$ cat src/rtl/pu_riscv_ahb_biu.sv
// AHB-Lite master bus interface unit: converts the BIU stb/ack request handshake
// into pipelined AHB-Lite address/data phases with burst sequencing and ERROR handling.
module pu_riscv_ahb_biu #(
  parameter int XLEN = 64,
  parameter int PLEN = 64
) (
  input  logic            clk_i,
  input  logic            rst_ni,

  input  logic            biu_stb_i,
  output logic            biu_stb_ack_o,
  input  logic [PLEN-1:0] biu_adri_i,
  output logic [PLEN-1:0] biu_adro_o,
  input  logic [2:0]      biu_size_i,
  input  logic [2:0]      biu_type_i,
  input  logic            biu_lock_i,
  input  logic [2:0]      biu_prot_i,
  input  logic            biu_we_i,
  input  logic [XLEN-1:0] biu_d_i,
  output logic [XLEN-1:0] biu_q_o,
  output logic            biu_ack_o,
  output logic            biu_err_o,

  output logic            HSEL,
  output logic [PLEN-1:0] HADDR,
  output logic [XLEN-1:0] HWDATA,
  input  logic [XLEN-1:0] HRDATA,
  output logic            HWRITE,
  output logic [2:0]      HSIZE,
  output logic [2:0]      HBURST,
  output logic [3:0]      HPROT,
  output logic [1:0]      HTRANS,
  output logic            HMASTLOCK,
  input  logic            HREADY,
  input  logic            HRESP
);

  localparam logic [1:0] HT_IDLE   = 2'b00;
  localparam logic [1:0] HT_BUSY   = 2'b01;
  localparam logic [1:0] HT_NONSEQ = 2'b10;
  localparam logic [1:0] HT_SEQ    = 2'b11;

  localparam logic [2:0] HB_SINGLE = 3'd0;
  localparam logic [2:0] HB_INCR   = 3'd1;
  localparam logic [2:0] HB_WRAP4  = 3'd2;
  localparam logic [2:0] HB_INCR4  = 3'd3;
  localparam logic [2:0] HB_WRAP8  = 3'd4;
  localparam logic [2:0] HB_INCR8  = 3'd5;
  localparam logic [2:0] HB_WRAP16 = 3'd6;
  localparam logic [2:0] HB_INCR16 = 3'd7;

  typedef enum logic [1:0] {
    ST_IDLE  = 2'b00,
    ST_BURST = 2'b01,
    ST_ERR   = 2'b10
  } state_t;

  // Beats in a burst; 0 marks the unbounded INCR burst.
  function automatic logic [4:0] burst_beats(input logic [2:0] burst);
    logic [4:0] beats;
    case (burst)
      HB_SINGLE:           beats = 5'd1;
      HB_WRAP4, HB_INCR4:  beats = 5'd4;
      HB_WRAP8, HB_INCR8:  beats = 5'd8;
      HB_WRAP16, HB_INCR16: beats = 5'd16;
      default:             beats = 5'd0;
    endcase
    return beats;
  endfunction

  // Address of the following beat; wrapping bursts stay inside an n*size aligned block.
  function automatic logic [PLEN-1:0] next_addr(input logic [PLEN-1:0] addr,
                                                input logic [2:0]      size,
                                                input logic [2:0]      burst);
    logic [PLEN-1:0] step;
    logic [PLEN-1:0] sum;
    logic [PLEN-1:0] mask;
    step = PLEN'(1) << size;
    sum  = addr + step;
    case (burst)
      HB_WRAP4:  mask = (step << 2) - PLEN'(1);
      HB_WRAP8:  mask = (step << 3) - PLEN'(1);
      HB_WRAP16: mask = (step << 4) - PLEN'(1);
      default:   mask = '0;
    endcase
    return (mask == '0) ? sum : ((addr & ~mask) | (sum & mask));
  endfunction

  state_t          state_r, state_nxt_s, state_d_s;
  logic [4:0]      cnt_r;
  logic [PLEN-1:0] addr_r;
  logic [2:0]      size_r, burst_r, prot_r;
  logic            we_r, lock_r;
  logic [XLEN-1:0] hwdata_r;
  logic            dp_valid_r;
  logic            hsel_r;

  logic            err_start_s, cancel_s, stb_ack_s;
  logic [1:0]      htrans_s;
  logic [PLEN-1:0] haddr_s;
  logic            hwrite_s, hlock_s;
  logic [2:0]      hsize_s, hburst_s, hprot_s;

  // First ERROR cycle and the follow-up cycle both suppress any new address phase.
  assign err_start_s = dp_valid_r & HRESP & ~HREADY;
  assign cancel_s    = err_start_s | (state_r == ST_ERR);

  // Address-phase outputs and next-state selection.
  always_comb begin
    state_nxt_s = state_r;
    htrans_s    = HT_IDLE;
    haddr_s     = '0;
    hwrite_s    = 1'b0;
    hsize_s     = 3'd0;
    hburst_s    = 3'd0;
    hprot_s     = 3'd0;
    hlock_s     = 1'b0;
    stb_ack_s   = 1'b0;
    case (state_r)
      ST_IDLE: begin
        if (biu_stb_i && hsel_r) begin
          htrans_s  = HT_NONSEQ;
          haddr_s   = biu_adri_i;
          hwrite_s  = biu_we_i;
          hsize_s   = biu_size_i;
          hburst_s  = biu_type_i;
          hprot_s   = biu_prot_i;
          hlock_s   = biu_lock_i;
          stb_ack_s = HREADY & ~cancel_s;
          if (stb_ack_s && (burst_beats(biu_type_i) != 5'd1)) begin
            state_nxt_s = ST_BURST;
          end else begin
            state_nxt_s = ST_IDLE;
          end
        end else begin
          state_nxt_s = ST_IDLE;
        end
      end
      ST_BURST: begin
        haddr_s  = addr_r;
        hwrite_s = we_r;
        hsize_s  = size_r;
        hburst_s = burst_r;
        hprot_s  = prot_r;
        hlock_s  = lock_r;
        if (biu_stb_i) begin
          htrans_s  = HT_SEQ;
          stb_ack_s = HREADY & ~cancel_s;
          if (stb_ack_s && (burst_r != HB_INCR) && (cnt_r == 5'd1)) begin
            state_nxt_s = ST_IDLE;
          end else begin
            state_nxt_s = ST_BURST;
          end
        end else if (burst_r == HB_INCR) begin
          htrans_s    = HT_IDLE;
          state_nxt_s = ST_IDLE;
        end else begin
          htrans_s    = HT_BUSY;
          state_nxt_s = ST_BURST;
        end
      end
      ST_ERR: begin
        if (HREADY) begin
          state_nxt_s = ST_IDLE;
        end else begin
          state_nxt_s = ST_ERR;
        end
      end
      default: state_nxt_s = ST_IDLE;
    endcase
  end

  assign state_d_s = err_start_s ? ST_ERR : state_nxt_s;

  // State, latched burst attributes, beat counter and data-phase tracking.
  always_ff @(posedge clk_i or negedge rst_ni) begin
    if (!rst_ni) begin
      state_r    <= ST_IDLE;
      cnt_r      <= 5'd0;
      addr_r     <= '0;
      size_r     <= 3'd0;
      burst_r    <= 3'd0;
      prot_r     <= 3'd0;
      we_r       <= 1'b0;
      lock_r     <= 1'b0;
      hwdata_r   <= '0;
      dp_valid_r <= 1'b0;
      hsel_r     <= 1'b0;
    end else begin
      hsel_r  <= 1'b1;
      state_r <= state_d_s;
      if (stb_ack_s) begin
        hwdata_r   <= biu_d_i;
        dp_valid_r <= 1'b1;
        if (state_r == ST_IDLE) begin
          addr_r  <= next_addr(biu_adri_i, biu_size_i, biu_type_i);
          size_r  <= biu_size_i;
          burst_r <= biu_type_i;
          prot_r  <= biu_prot_i;
          we_r    <= biu_we_i;
          lock_r  <= biu_lock_i;
          cnt_r   <= burst_beats(biu_type_i) - 5'd1;
        end else begin
          addr_r <= next_addr(addr_r, size_r, burst_r);
          cnt_r  <= cnt_r - 5'd1;
        end
      end else if (HREADY) begin
        dp_valid_r <= 1'b0;
      end
    end
  end

  assign HSEL          = hsel_r;
  assign HTRANS        = cancel_s ? HT_IDLE : htrans_s;
  assign HADDR         = haddr_s;
  assign HWRITE        = hwrite_s;
  assign HSIZE         = hsize_s;
  assign HBURST        = hburst_s;
  assign HPROT         = {1'b0, hprot_s};
  assign HMASTLOCK     = hlock_s;
  assign HWDATA        = hwdata_r;
  assign biu_adro_o    = haddr_s;
  assign biu_stb_ack_o = stb_ack_s;
  assign biu_q_o       = HRDATA;
  assign biu_ack_o     = dp_valid_r & HREADY & ~HRESP;
  assign biu_err_o     = dp_valid_r & HREADY & HRESP;

endmodule
$ cat config.mk
export PLATFORM = sky130hd
export DESIGN_NAME = pu_riscv_ahb_biu
export DESIGN_NICKNAME = d
export VERILOG_FILES = /design/src/rtl/pu_riscv_ahb_biu.sv
export SDC_FILE = /design/constraint.sdc
export NUM_CORES = 1
export LEC_CHECK = 0
export ABC_AREA = 0
export CELL_PAD_IN_SITES_DETAIL_PLACEMENT = 0
export CELL_PAD_IN_SITES_GLOBAL_PLACEMENT = 1
export CORE_ASPECT_RATIO = 0.8
export CORE_UTILIZATION = 35
export CTS_BUF_LIST = sky130_fd_sc_hd__clkbuf_4 sky130_fd_sc_hd__clkbuf_8
export CTS_CLUSTER_DIAMETER = 150
export DETAILED_ROUTE_END_ITERATION = 16
export PLACE_DENSITY = 0.87
export SLEW_MARGIN = 20
export SYNTH_ARGS = -nofsm -noshare
export SYNTH_HDL_FRONTEND = slang
export SYNTH_SLANG_ARGS = --single-unit
$ cat constraint.sdc
create_clock -name clk_i -period 8.9 [get_ports clk_i]
set_clock_uncertainty 0.2 [all_clocks]
set_input_delay 2.67 -clock clk_i [delete_from_list [all_inputs] [get_ports clk_i]]
set_output_delay 2.67 -clock clk_i [all_outputs]
set_load 0.02 [all_outputs]
======== Word-level counts from Yosys, hierarchy flattened ========
Index checks and enable logic that the tools add are counted.
word-level totals
  register bits after elaboration ......... 148
  output and inout bits ................... 274
operators by class
  reductions and logical operators ........ 13
  add/subtract/negate cells ............... 10
  shift operators ......................... 2
  multiplexer cells ....................... 44
  bitwise gates (word level) .............. 18
  equality and inequality tests ........... 15
operators by type and width
  operator                                                               count
  64-bit 2-to-1 mux                                                      8
  64-bit one-hot mux with 3 select lines                                 2
  64-bit by 1-bit subtractor with 64-bit output (second input constant)  6
  64-bit AND                                                             4
  64-bit adder                                                           2
  64-bit zero test                                                       2
  64-bit inverter                                                        2
  64-bit bitwise OR                                                      2
  64-bit one-hot mux with 2 select lines                                 1
  1-bit by 3-bit left shift with 64-bit output (first input constant)    2
  5-bit 2-to-1 mux                                                       5
  5-bit one-hot mux with 4 select lines                                  1
  3-bit == test (second input constant)                                  6
  3-bit one-hot mux with 2 select lines                                  3
  2-bit 2-to-1 mux                                                       7
  5-bit by 1-bit subtractor with 5-bit output (second input constant)    2
  3-bit by 2-bit == test with 1-bit output (second input constant)       3
  1-bit 2-to-1 mux                                                       9
  3-bit 2-to-1 mux                                                       3
  1-bit AND                                                              6
  1-bit one-hot mux with 2 select lines                                  3
  2-bit one-hot mux with 3 select lines                                  1
  2-bit OR reduction                                                     3
  5-bit by 1-bit == test with 1-bit output (second input constant)       1
  other kinds (13)                                                       18

======== Longest topological paths before layout ========
Gate-level depths: netlist of run 1.
  word-level depth ........................ 13
  gate-level depth with buffers ........... 15

======== Least setup slack after synthesis of run 1 ========
OpenSTA, ideal clock, no wires.
  path type ............................... input to output
  start point ............................. input port biu_stb_i
  end point ............................... output port biu_stb_ack_o
  stages .................................. 5
  required time ........................... 6030 ps
  arrival time ............................ 4084 ps
  setup slack ............................. 1946 ps
  cells stage by stage .................... o2111ai_1 > inv_1 > clkbuf_1 > clkbuf_1 > clkbuf_1
between the ends
  word-level cells in the longest chain between the ends .. 3
  elaborated cells between the ends (all ways) .. 4
  classes of those cells .................. 3 x mux; 1 x reduce/logical
RTL lines
  element                                  line  RTL
  start: declaration                       10    input logic biu_stb_i,
  1-bit logical AND                        121   if (biu_stb_i && hsel_r) begin
  1-bit 2-to-1 mux                         121
  1-bit one-hot mux with 2 select lines *  119   case (state_r)
  end: declaration                         11    output logic biu_stb_ack_o,
Every way passes the cells marked *; elsewhere a longest branch is shown, timed or not.

======== Worst setup path in the final report of run 1 ========
  start point ............................. input port biu_stb_i
  end point ............................... output port biu_adro_o[12]
between the ends
  word-level cells in the longest chain between the ends .. 3
RTL lines
  element                                 line  RTL
  1-bit logical AND                       121
  64-bit 2-to-1 mux                       121
  64-bit one-hot mux with 2 select lines  119
  end: declaration                        13    output logic [PLEN-1:0] biu_adro_o,
Every way passes these cells.

==> run_results.csv, run 1 <==
group,metric,value,unit
floorplan,dieArea,38000,µm²
timing,setup_total_negative_slack,0,ps
detailed_routing,dr.pass1.iters,6,
logic_synthesis,synth_top_area_share,0.284,
power_and_ir_drop,peakVddDrop,0.000144,V
detailed_routing,vias,14000,
logic_synthesis,synth-seq-area-share,0.284,
cells_and_area,post-route-util,0.449,
logic_synthesis,synth.distinct_cells,100,
placement,gp_congestion,0.976,
detailed_routing,drt-vias-per-instance,5.97,
detailed_routing,wl_per_cell,24.2,µm
logic_synthesis,syn-instance-count,1694,
logic_synthesis,yosys-top-cells-count,"nand2_1, dfrtp_1, buf_4",
logic_synthesis,synth_edf_count,0,
timing,setup_viol,0,
timing,hold_violations,0,
power_and_ir_drop,p_leak,6.39,nW
logic_synthesis,yosysMostFrequentCell,"nand2_1",
critical_path,path_max_fanout,39,
timing,drv_slew,0,
cells_and_area,drive_above_1_share,0.0572,
detailed_routing,drt_iter0_markers,1457,
logic_synthesis,synth_top_cell_by_area,"dfrtp_1",
hold_path,worst_hold_path_type,"reg2reg",
floorplan,core,36300,µm²
clock_tree,hold_buffers,0,
critical_path,arrival,5100,ps
cells_and_area,syn_to_final_growth,25.2,%
placement,dp_hpwl,41500,µm
timing,relSlewSlack,0.264,
timing,worst_slack,927,ps
power_and_ir_drop,power.share.sequential,0.292,
clock_tree,ctsRootBufferMaster,"clkbuf_8",
logic_synthesis,synthArstFlopShare,1.00,
power_and_ir_drop,switching_power,0.00246,W
power_and_ir_drop,p_clk_frac,0.118,
global_route,grt_pass1_vias,13500,
clock_tree,htree_levels,4,
clock_tree,clk_path_buf_depth,2,
global_route,track_usage,0.292,
placement,place_ws,873,ps
timing,worst_pin_slew,1100,ps
logic_synthesis,syn_nets,1922,
logic_synthesis,ys_seq_elements,148,
timing,timing.final.crit_share,0.896,
floorplan,io_pins,482,
floorplan,die_h,175,µm
power_and_ir_drop,swShare,0.507,
logic_synthesis,synth_top_cells_by_area,"dfrtp_1, nand2_1, buf_4",
global_route,antenna_found_initial,3,
clock_tree,cts_setup_buffers,0,
power_and_ir_drop,power_frac_comb,0.590,
clock_tree,insertion_delay,480,ps
power_and_ir_drop,p_per_area,298,nW/µm²
critical_path,slowest_stage,"clkdlybuf4s50_1",
timing,rsz0062_at_grt,"no",
detailed_routing,drc_errors,0,
job,maxCapViolCount,0,
floorplan,start_util,0.359,
logic_synthesis,yosys_warnings,0,
critical_path,crit_path_max_incr_delay,730,ps
global_route,grt_max_degree,92,
clock_tree,cts_buffers,17,
clock_tree,numClockSinks,148,
critical_path,cpMostUsedCell,"clkdlybuf4s50_1",
critical_path,path_delay_family,"buffers and inverters",
logic_synthesis,netlist_area,13000,µm²
clock_tree,cts_resized,0,
floorplan,fp.dieW,218,µm
logic_synthesis,syn_avg_cell_area,7.69,µm²
critical_path,cp.buffers_inverters,3,
critical_path,start_kind,"primary input",
power_and_ir_drop,internal_power,0.00239,W
critical_path,path_cells,"clkdlybuf4s50_1 -> and3_2 -> buf_4 -> a22o_1 -> clkdlybuf4s50_1",
floorplan,fp-row-count,62,
global_route,grt_overflow_total,0,
clock_tree,cts_tree,"built",
critical_path,crit_required,6030,ps
critical_path,crit_type,"in2out",
global_route,grt_pass1_wl,84200,µm
outcome,status,"finished, final reports clean",
logic_synthesis,ys.flop_type,"dfrtp_1",
detailed_routing,drt_wl_total,56500,µm
timing,min_period,7970,ps
placement,port_buffers,352,
cells_and_area,nets,2069,
critical_path,end_kind,"primary output",
detailed_routing,ant_nets,0,
timing,max_freq,125,MHz
clock_tree,clkTransAtPathRegs,110,ps
cells_and_area,fillers,3636,
-- cell usage in the layout, fill, tap and decap left out, drive strengths merged, types with 5 or more instances in the layout --
cell           Yosys  routed
nand4             41      41
clkdlybuf4s50      0     351
inv               44      53
dfrtp            148     148
or4                5       5
o2111ai            5       5
or2                6       6
nor3b              5       5
nand3b             9       9
and2              11      11
a22o              76      76
clkinv             0       6
nor4              26      26
o21a               6       6
nor2b             13      13
xor2              37      37
buf              167      22
a21oi             63      63
a311oi             5       5
mux2i             10      10
a31oi             19      19
a211oi            11      11
and4              14      14
o211ai            64      64
nor2              96      96
clkbuf            78      17
o21ai             72      72
or3               13      13
a22oi             13      13
and3              31      31
nand3             77      77
nand2            317     317
a21o              11      11
nor3              46      46
a32oi              5       5
o31ai              9       9
a211o              5       5
xnor2             38      38
nand2b            10      10
ha                18      18
-- through the flow --
step | total power, W | hold WS, ps | std cells | cell area (µm²)
6_report | 0.00486 | 285 | 2336 | 16300
5_1_grt | 0.00514 | 311 | 2335 | 16300
4_1_cts | 0.00483 | 291 | 2334 | 16300
3_3_place_gp | 0.00420 | 257 | 2302 | 15900
3_5_place_dp | 0.00424 | 262 | 2302 | 15900
2_1_floorplan | 0.00316 | 247 | 1694 | 13000
-- per-layer routing --
layer,vias to the layer above,GRT usage,wire length [µm]
met5,-,0.0308,147
met4,4,0.0722,1240
met3,96,0.104,6900
met2,890,0.440,24200
met1,6700,0.391,24000
li1,6260,-,-
-- final timing paths --
path | startpoint | endpoint | slack (ps) | cells after the start
worst max-delay path | biu_stb_i | biu_adro_o[12] | 930 | 5
worst min-delay path | HWDATA[12] | HWDATA[12] | 290 | 2
worst max register to register | size_r[0] | register | 4330 | 12
worst min register to register | HWDATA[12] | HWDATA[12] | 290 | 2
max in group asynchronous | rst_ni | HWDATA[60] | 5050 | 2
min in group asynchronous | rst_ni | asynchronous set/reset pin | 2090 | 1
-- worst min-delay path: stages, from the launching register on --
cell	delay [ps]
dfrtp_1	360
nand2_1	50
nand2_1	50
-- layout make-up --
cell class,count,area (µm²),area share
diodes,2,5.00,0.000307
multi-input cells,1257,7750,0.475
repair buffers,373,3680,0.226
clock buffers,17,234,0.0143
flip-flops and latches,148,3700,0.227
clock inverters,15,176,0.0108
inverters,44,165,0.0101
well taps,480,601,0.0368
-- power groups by stage --
stage | registers, W | clock network (W) | logic [W]
final | 0.00142 | 0.000574 | 0.00286
after floorplan | 0.00126 | 0 | 0.00190
after global routing | 0.00145 | 0.000617 | 0.00307
after global placement | 0.00140 | 0 | 0.00280
after CTS | 0.00140 | 0.000586 | 0.00285
after detailed placement | 0.00140 | 0 | 0.00284
-- cells by family after synthesis --
logic type	after synthesis	synth area share
other	2	0.000576
buffers and inverters	289	0.124
XOR/XNOR	75	0.0504
flip-flops	148	0.284
adder cells (fa/ha/maj)	24	0.0235
multiplexers	14	0.0111
AO/OA/AOI/OAI	402	0.228
AND/OR/NAND/NOR	740	0.278
No activity file was read; power rests on OpenSTA's default activity.
==> run 2, diff against run 1 <==
--- a/config.mk
+++ b/config.mk
@@ -9,6 +9,7 @@
 export CELL_PAD_IN_SITES_DETAIL_PLACEMENT = 0
 export CELL_PAD_IN_SITES_GLOBAL_PLACEMENT = 1
 export CORE_ASPECT_RATIO = 0.8
+export CORE_MARGIN = 1.5
 export CORE_UTILIZATION = 35
 export CTS_BUF_LIST = sky130_fd_sc_hd__clkbuf_4 sky130_fd_sc_hd__clkbuf_8
 export CTS_CLUSTER_DIAMETER = 150
==> run 2 against run 1 <==
Against the previous run: combinational power hardly changed; clock power hardly changed; maximum frequency is 3.2% higher; sequential power hardly changed; final cell count stayed put.
==> run_results.csv, run 2 (synthesized netlist as in run 1, its figures left out) <==
group,metric,value,unit
cells_and_area,final_common_cell,"clkdlybuf4s50_1",
floorplan,start_util,0.359,
clock_tree,cts_setup_buffers,0,
critical_path,path_cells,"clkdlybuf4s50_1 -> and3_2 -> buf_4 -> a22o_1 -> clkdlybuf4s50_1",
clock_tree,cts_tree,"built",
timing,setup_total_negative_slack,0,ps
timing,min_period,7720,ps
critical_path,slowest_stage,"clkdlybuf4s50_1",
placement,dpl-instance-area,15900,µm²
critical_path,r2r_start,"size_r[0]",
critical_path,end_kind,"primary output",
power_and_ir_drop,peakVddDrop,0.000140,V
cells_and_area,drive_above_1_share,0.0583,
cells_and_area,syn_to_final_growth,25.3,%
critical_path,arrival,4850,ps
clock_tree,ctsRootBufferMaster,"clkbuf_8",
placement,place_ws,1180,ps
cells_and_area,nets,2069,
critical_path,endpoint,"biu_adro_o[60]",
global_route,track_usage,0.289,
global_route,grt_pass1_wl,83600,µm
floorplan,core,36300,µm²
timing,hold_violations,0,
critical_path,start_kind,"primary input",
floorplan,fp-row-count,62,
timing,rsz0062_at_grt,"no",
placement,gp_congestion,0.981,
timing,timing.final.crit_share,0.868,
cells_and_area,layout_common_cells,"clkdlybuf4s50_1, nand2_1, dfrtp_1, nor2_1, nand3_1",
timing,hold_ws,284,ps
clock_tree,numClockSinks,148,
timing,worst_pin_slew,1220,ps
floorplan,fp.dieW,219,µm
global_route,antenna_found_initial,4,
timing,worst_slack,1180,ps
floorplan,die_h,176,µm
clock_tree,clk_path_buf_depth,2,
detailed_routing,dr.pass1.iters,5,
job,maxCapViolCount,0,
critical_path,r2r_slack,4300,ps
global_route,grt_overflow_total,0,
cells_and_area,ff_latch_area,3700,µm²
floorplan,dieArea,38400,µm²
cells_and_area,fillers,3633,
timing,drv_slew,0,
clock_tree,clkTransAtPathRegs,100,ps
timing,setup_viol,0,
critical_path,crit_type,"in2out",
timing,relSlewSlack,0.188,
floorplan,io_pins,482,
clock_tree,cts_resized,0,
hold_path,worst_hold_path_type,"reg2reg",
critical_path,crit_required,6030,ps
critical_path,crit_path_start,"biu_stb_i",
clock_tree,insertion_delay,510,ps
critical_path,crit_path_max_incr_delay,630,ps
placement,port_buffers,352,
detailed_routing,wl_per_cell,24.1,µm
global_route,grt_max_degree,88,
detailed_routing,drt_iter0_markers,1464,
power_and_ir_drop,p_per_area,298,nW/µm²
clock_tree,htree_levels,4,
critical_path,cpMostUsedCell,"clkdlybuf4s50_1",
placement,dp_hpwl,42000,µm
power_and_ir_drop,p_leak,6.39,nW
clock_tree,hold_buffers,0,
detailed_routing,drc_errors,0,
outcome,status,"finished, final reports clean",
cells_and_area,multi_input_area,7760,µm²
detailed_routing,ant_nets,0,
critical_path,path_max_fanout,38,
detailed_routing,drt_wl_total,56400,µm
cells_and_area,stdcell_area,16300,µm²
detailed_routing,drt-vias-per-instance,5.96,
critical_path,r2r_cells,12,
detailed_routing,vias,13900,
timing,max_freq,129,MHz
clock_tree,cts_buffers,17,
global_route,grt_pass1_vias,13200,
==> run 2: cell types whose count changed in the layout (fill, tap and decap cells not counted) <==
cell and change:
a211oi_2 +1, clkinv_8 +1, a31oi_1 -1, clkinv_4 -1, a211oi_1 -1, inv_6 -2
a31oi_2 +1, clkinvlp_4 +2
==> run 2: layout make-up <==
class | count | share of cell area
repair buffers | 373 | 0.225
flip-flops and latches | 148 | 0.227
diodes | 2 | 0.000306
inverters | 44 | 0.0101
well taps | 480 | 0.0368
multi-input cells | 1257 | 0.475
clock buffers | 17 | 0.0143
clock inverters | 15 | 0.0111
==> run 2: worst min-delay path by stage <==
stage	start	to	slack, ps	depth (start not counted)
after CTS	HWDATA[4]	HWDATA[4]	290	2
after global placement	HWDATA[42]	HWDATA[42]	260	2
final	HWDATA[4]	HWDATA[4]	280	2
after detailed placement	HWDATA[29]	HWDATA[29]	260	2
after floorplan	lock_r	lock_r	250	2
after global routing	prot_r[0]	prot_r[0]	300	2
==> run 2: where the power goes <==
group,internal [W],switching [W],total [W]
Combinational,0.00124,0.00163,0.00287
Clock,0.000216,0.000359,0.000575
Sequential,0.000942,0.000480,0.00142
Total,0.00240,0.00247,0.00486
==> run 2: metal layers <==
layer	global-route usage	vias to the layer above	part of all wire
met5	0.0115	-	0.00055
met4	0.0862	4	0.020
met3	0.0968	83	0.12
met2	0.423	884	0.43
met1	0.398	6687	0.43
li1	-	6269	-
==> run 2: through the flow <==
step,util,instances,total power [W]
final,0.450,2336,0.00486
after global routing,0.450,2336,0.00516
after CTS,0.449,2334,0.00484
after detailed placement,0.438,2302,0.00425
after global placement,0.438,2302,0.00421
after floorplan,-,1694,0.00316
==> run 2: worst max-delay path: cells and delay by family <==
family                 cells  cell delay, ps
buffers and inverters      3            1610
AO/OA/AOI/OAI              1             280
AND/OR/NAND/NOR            1             240
==> run 3, diff against run 2 <==
--- a/config.mk
+++ b/config.mk
@@ -5,7 +5,7 @@
 export SDC_FILE = /design/constraint.sdc
 export NUM_CORES = 1
 export LEC_CHECK = 0
-export ABC_AREA = 0
+export ABC_AREA = 1
 export CELL_PAD_IN_SITES_DETAIL_PLACEMENT = 0
 export CELL_PAD_IN_SITES_GLOBAL_PLACEMENT = 1
 export CORE_ASPECT_RATIO = 0.8
@@ -14,7 +14,7 @@
 export CTS_BUF_LIST = sky130_fd_sc_hd__clkbuf_4 sky130_fd_sc_hd__clkbuf_8
 export CTS_CLUSTER_DIAMETER = 150
 export DETAILED_ROUTE_END_ITERATION = 16
-export PLACE_DENSITY = 0.87
+export PLACE_DENSITY = 0.89
 export SLEW_MARGIN = 20
 export SYNTH_ARGS = -nofsm -noshare
 export SYNTH_HDL_FRONTEND = slang
==> run 3 against run 2 <==
Against the previous run: routed wire length increased by 20%; die area increased by 8.0%; flip-flop and latch count unchanged; critical path depth unchanged; non-clock buffer count decreased by 10; clock power decreased by 6.8%; synthesized area increased by 8.1%; register-to-register slack improved by 960 ps; highest routed layer unchanged.
==> run_results.csv, run 3 <==
group,metric,value,unit
outcome,status,"finished, final reports clean",
logic_synthesis,netlist_area,14100,µm²
global_route,antenna_found_initial,2,
critical_path,crit_required,6030,ps
floorplan,core,39500,µm²
logic_synthesis,synth_edf_count,0,
cells_and_area,nets,2684,
logic_synthesis,syn_nets,2488,
floorplan,start_util,0.356,
power_and_ir_drop,total_power,0.00560,W
critical_path,path_cells,"clkdlybuf4s50_1 -> nand3_2 -> buf_4 -> o22ai_1 -> clkdlybuf4s50_1",
logic_synthesis,ys.flop_type,"dfrtp_1",
detailed_routing,drt_wl_total,67600,µm
cells_and_area,stdcell_area,17500,µm²
placement,dp_hpwl,55400,µm
logic_synthesis,synth_top_area_share,0.263,
hold_path,min_from,"HWDATA[15]",
global_route,track_usage,0.323,
cells_and_area,final_common_cell,"nand2_1",
global_route,grt_max_degree,86,
detailed_routing,ant_nets,0,
timing,rsz0062_at_grt,"no",
job,maxCapViolCount,0,
cells_and_area,post-route-util,0.443,
detailed_routing,drc_errors,0,
timing,worst_pin_slew,954,ps
cells_and_area,drive_above_1_share,0.0603,
clock_tree,hold_buffers,0,
floorplan,die_h,182,µm
logic_synthesis,synth.distinct_cells,62,
timing,drv_slew,0,
clock_tree,cts_buffers,17,
global_route,grt_overflow_total,0,
timing,setup_viol,0,
clock_tree,ctsRootBufferMaster,"clkbuf_8",
timing,timing.final.crit_share,0.922,
floorplan,fp.dieW,227,µm
critical_path,r2r_start,"state_r[0]",
logic_synthesis,yosys_warnings,0,
logic_synthesis,synth-seq-area-share,0.263,
power_and_ir_drop,swShare,0.549,
placement,gp_congestion,1.07,
global_route,grt_pass1_vias,15400,
placement,port_buffers,352,
clock_tree,cts_resized,0,
logic_synthesis,yosys-top-cells-count,"nand2_1, inv_1, nor2_1",
logic_synthesis,synth_top_cell_by_area,"dfrtp_1",
timing,hold_violations,0,
power_and_ir_drop,power.share.sequential,0.245,
detailed_routing,drt-vias-per-instance,5.51,
power_and_ir_drop,p_leak,7.96,nW
power_and_ir_drop,p_clk_frac,0.096,
timing,max_freq,122,MHz
placement,placed_cells,2973,
cells_and_area,syn_to_final_growth,24.2,%
power_and_ir_drop,internal_power,0.00252,W
critical_path,path_max_fanout,48,
critical_path,crit_path_start,"biu_stb_i",
logic_synthesis,synthArstFlopShare,1.00,
critical_path,crit_path_max_incr_delay,680,ps
detailed_routing,wl_per_cell,22.5,µm
logic_synthesis,ys_seq_elements,148,
cells_and_area,num_antenna_cells,0,
clock_tree,cts_setup_buffers,0,
critical_path,slowest_stage,"clkdlybuf4s50_1",
cells_and_area,stdcell_count,3005,
power_and_ir_drop,peakVddDrop,0.000183,V
detailed_routing,drt_iter0_markers,2474,
clock_tree,insertion_delay,520,ps
global_route,grt_pass1_wl,99300,µm
hold_path,worst_hold_path_type,"reg2reg",
timing,relSlewSlack,0.362,
critical_path,cpMostUsedCell,"clkdlybuf4s50_1",
clock_tree,numClockSinks,148,
critical_path,arrival,5330,ps
cells_and_area,fillers,4208,
power_and_ir_drop,p_per_area,320,nW/µm²
clock_tree,clk_path_buf_depth,2,
power_and_ir_drop,power_frac_comb,0.660,
power_and_ir_drop,switching_power,0.00308,W
logic_synthesis,synth_top_cells_by_area,"dfrtp_1, nand2_1, inv_1",
cells_and_area,layout_common_cells,"nand2_1, clkdlybuf4s50_1, inv_1, nor2_1, nand3_1",
critical_path,end_kind,"primary output",
clock_tree,cts_tree,"built",
critical_path,crit_type,"in2out",
floorplan,io_pins,482,
detailed_routing,dr.pass1.iters,7,
detailed_routing,vias,16500,
timing,setup_total_negative_slack,0,ps
floorplan,dieArea,41500,µm²
floorplan,fp-row-count,65,
clock_tree,htree_levels,4,
logic_synthesis,yosysMostFrequentCell,"nand2_1",
placement,dpl-instance-area,17100,µm²
clock_tree,clkTransAtPathRegs,100,ps
logic_synthesis,syn-instance-count,2260,
logic_synthesis,syn_avg_cell_area,6.23,µm²
critical_path,start_kind,"primary input",
timing,min_period,8200,ps
[run 3: cell types whose count changed in the layout (fill, tap and decap cells not counted), sizes merged, moves of 32 or more]
cell | before | now
nand2 | 317 | 686
inv | 51 | 298
nor2 | 96 | 224
nand3 | 77 | 189
a22o | 76 | 0
o22ai | 3 | 68
o211ai | 64 | 12
o21ai | 72 | 109
xnor2 | 38 | 6
[run 3: cell type report]
cell class	count	area [µm²]	share of cell area
multi-input combinational	1631	8030	0.459
sequential	148	3700	0.212
timing repair buffer	363	3610	0.206
inverter	295	1120	0.0640
tap	536	671	0.0383
clock buffer	19	255	0.0146
clock inverter	13	113	0.00644
[run 3: power groups by stage]
stage / Combinational, W / Clock, W / Sequential (W)
floorplan: 0.00210 / 0 / 0.00140
global placement: 0.00358 / 0 / 0.00135
detailed placement: 0.00360 / 0 / 0.00135
CTS: 0.00362 / 0.000546 / 0.00135
global route: 0.00393 / 0.000570 / 0.00140
finish: 0.00370 / 0.000536 / 0.00137
[run 3: final timing paths]
path	slack, ps	to	depth (start not counted)
setup / recovery	700	HADDR[13]	5
setup reg to reg	5260	register	10
hold / removal	290	HWDATA[15]	2
min in group asynchronous	2010	asynchronous set/reset pin	1
max in group asynchronous	5040	HWDATA[18]	2
hold reg to reg	290	HWDATA[15]	2
[run 3: worst max-delay path: cells and delay by family]
| family | cells | cell delay [ps] |
|---|---|---|
| buffers and inverters | 3 | 1740 |
| and+or+nand+nor | 1 | 530 |
| AOI/OAI and AO/OA | 1 | 350 |
[run 3: cells by family after synthesis]
| logic type | after synthesis | share of synthesized area |
|---|---|---|
| and+or+nand+nor | 1269 | 0.404 |
| xor gates and xnor gates | 29 | 0.0180 |
| adders and majority gates | 20 | 0.0188 |
| buffers and inverters | 481 | 0.168 |
| DFF | 148 | 0.263 |
| other | 2 | 0.000533 |
| AOI/OAI and AO/OA | 311 | 0.128 |
[run 3: metrics by stage]
stage                     setup WS [ps]  hold WS [ps]
after floorplan                    2210           253
after global placement              841           261
after detailed placement            759           264
after CTS                           750           288
after global routing                659           308
final                               695           286
[run 3: layer usage]
layer | wire length (µm) | global-route usage | up-vias
met1 | 29700 | 0.474 | 7834
met5 | 11 | 0 | -
li1 | - | - | 7663
met2 | 27800 | 0.456 | 949
met3 | 8780 | 0.104 | 99
met4 | 1240 | 0.0668 | 2
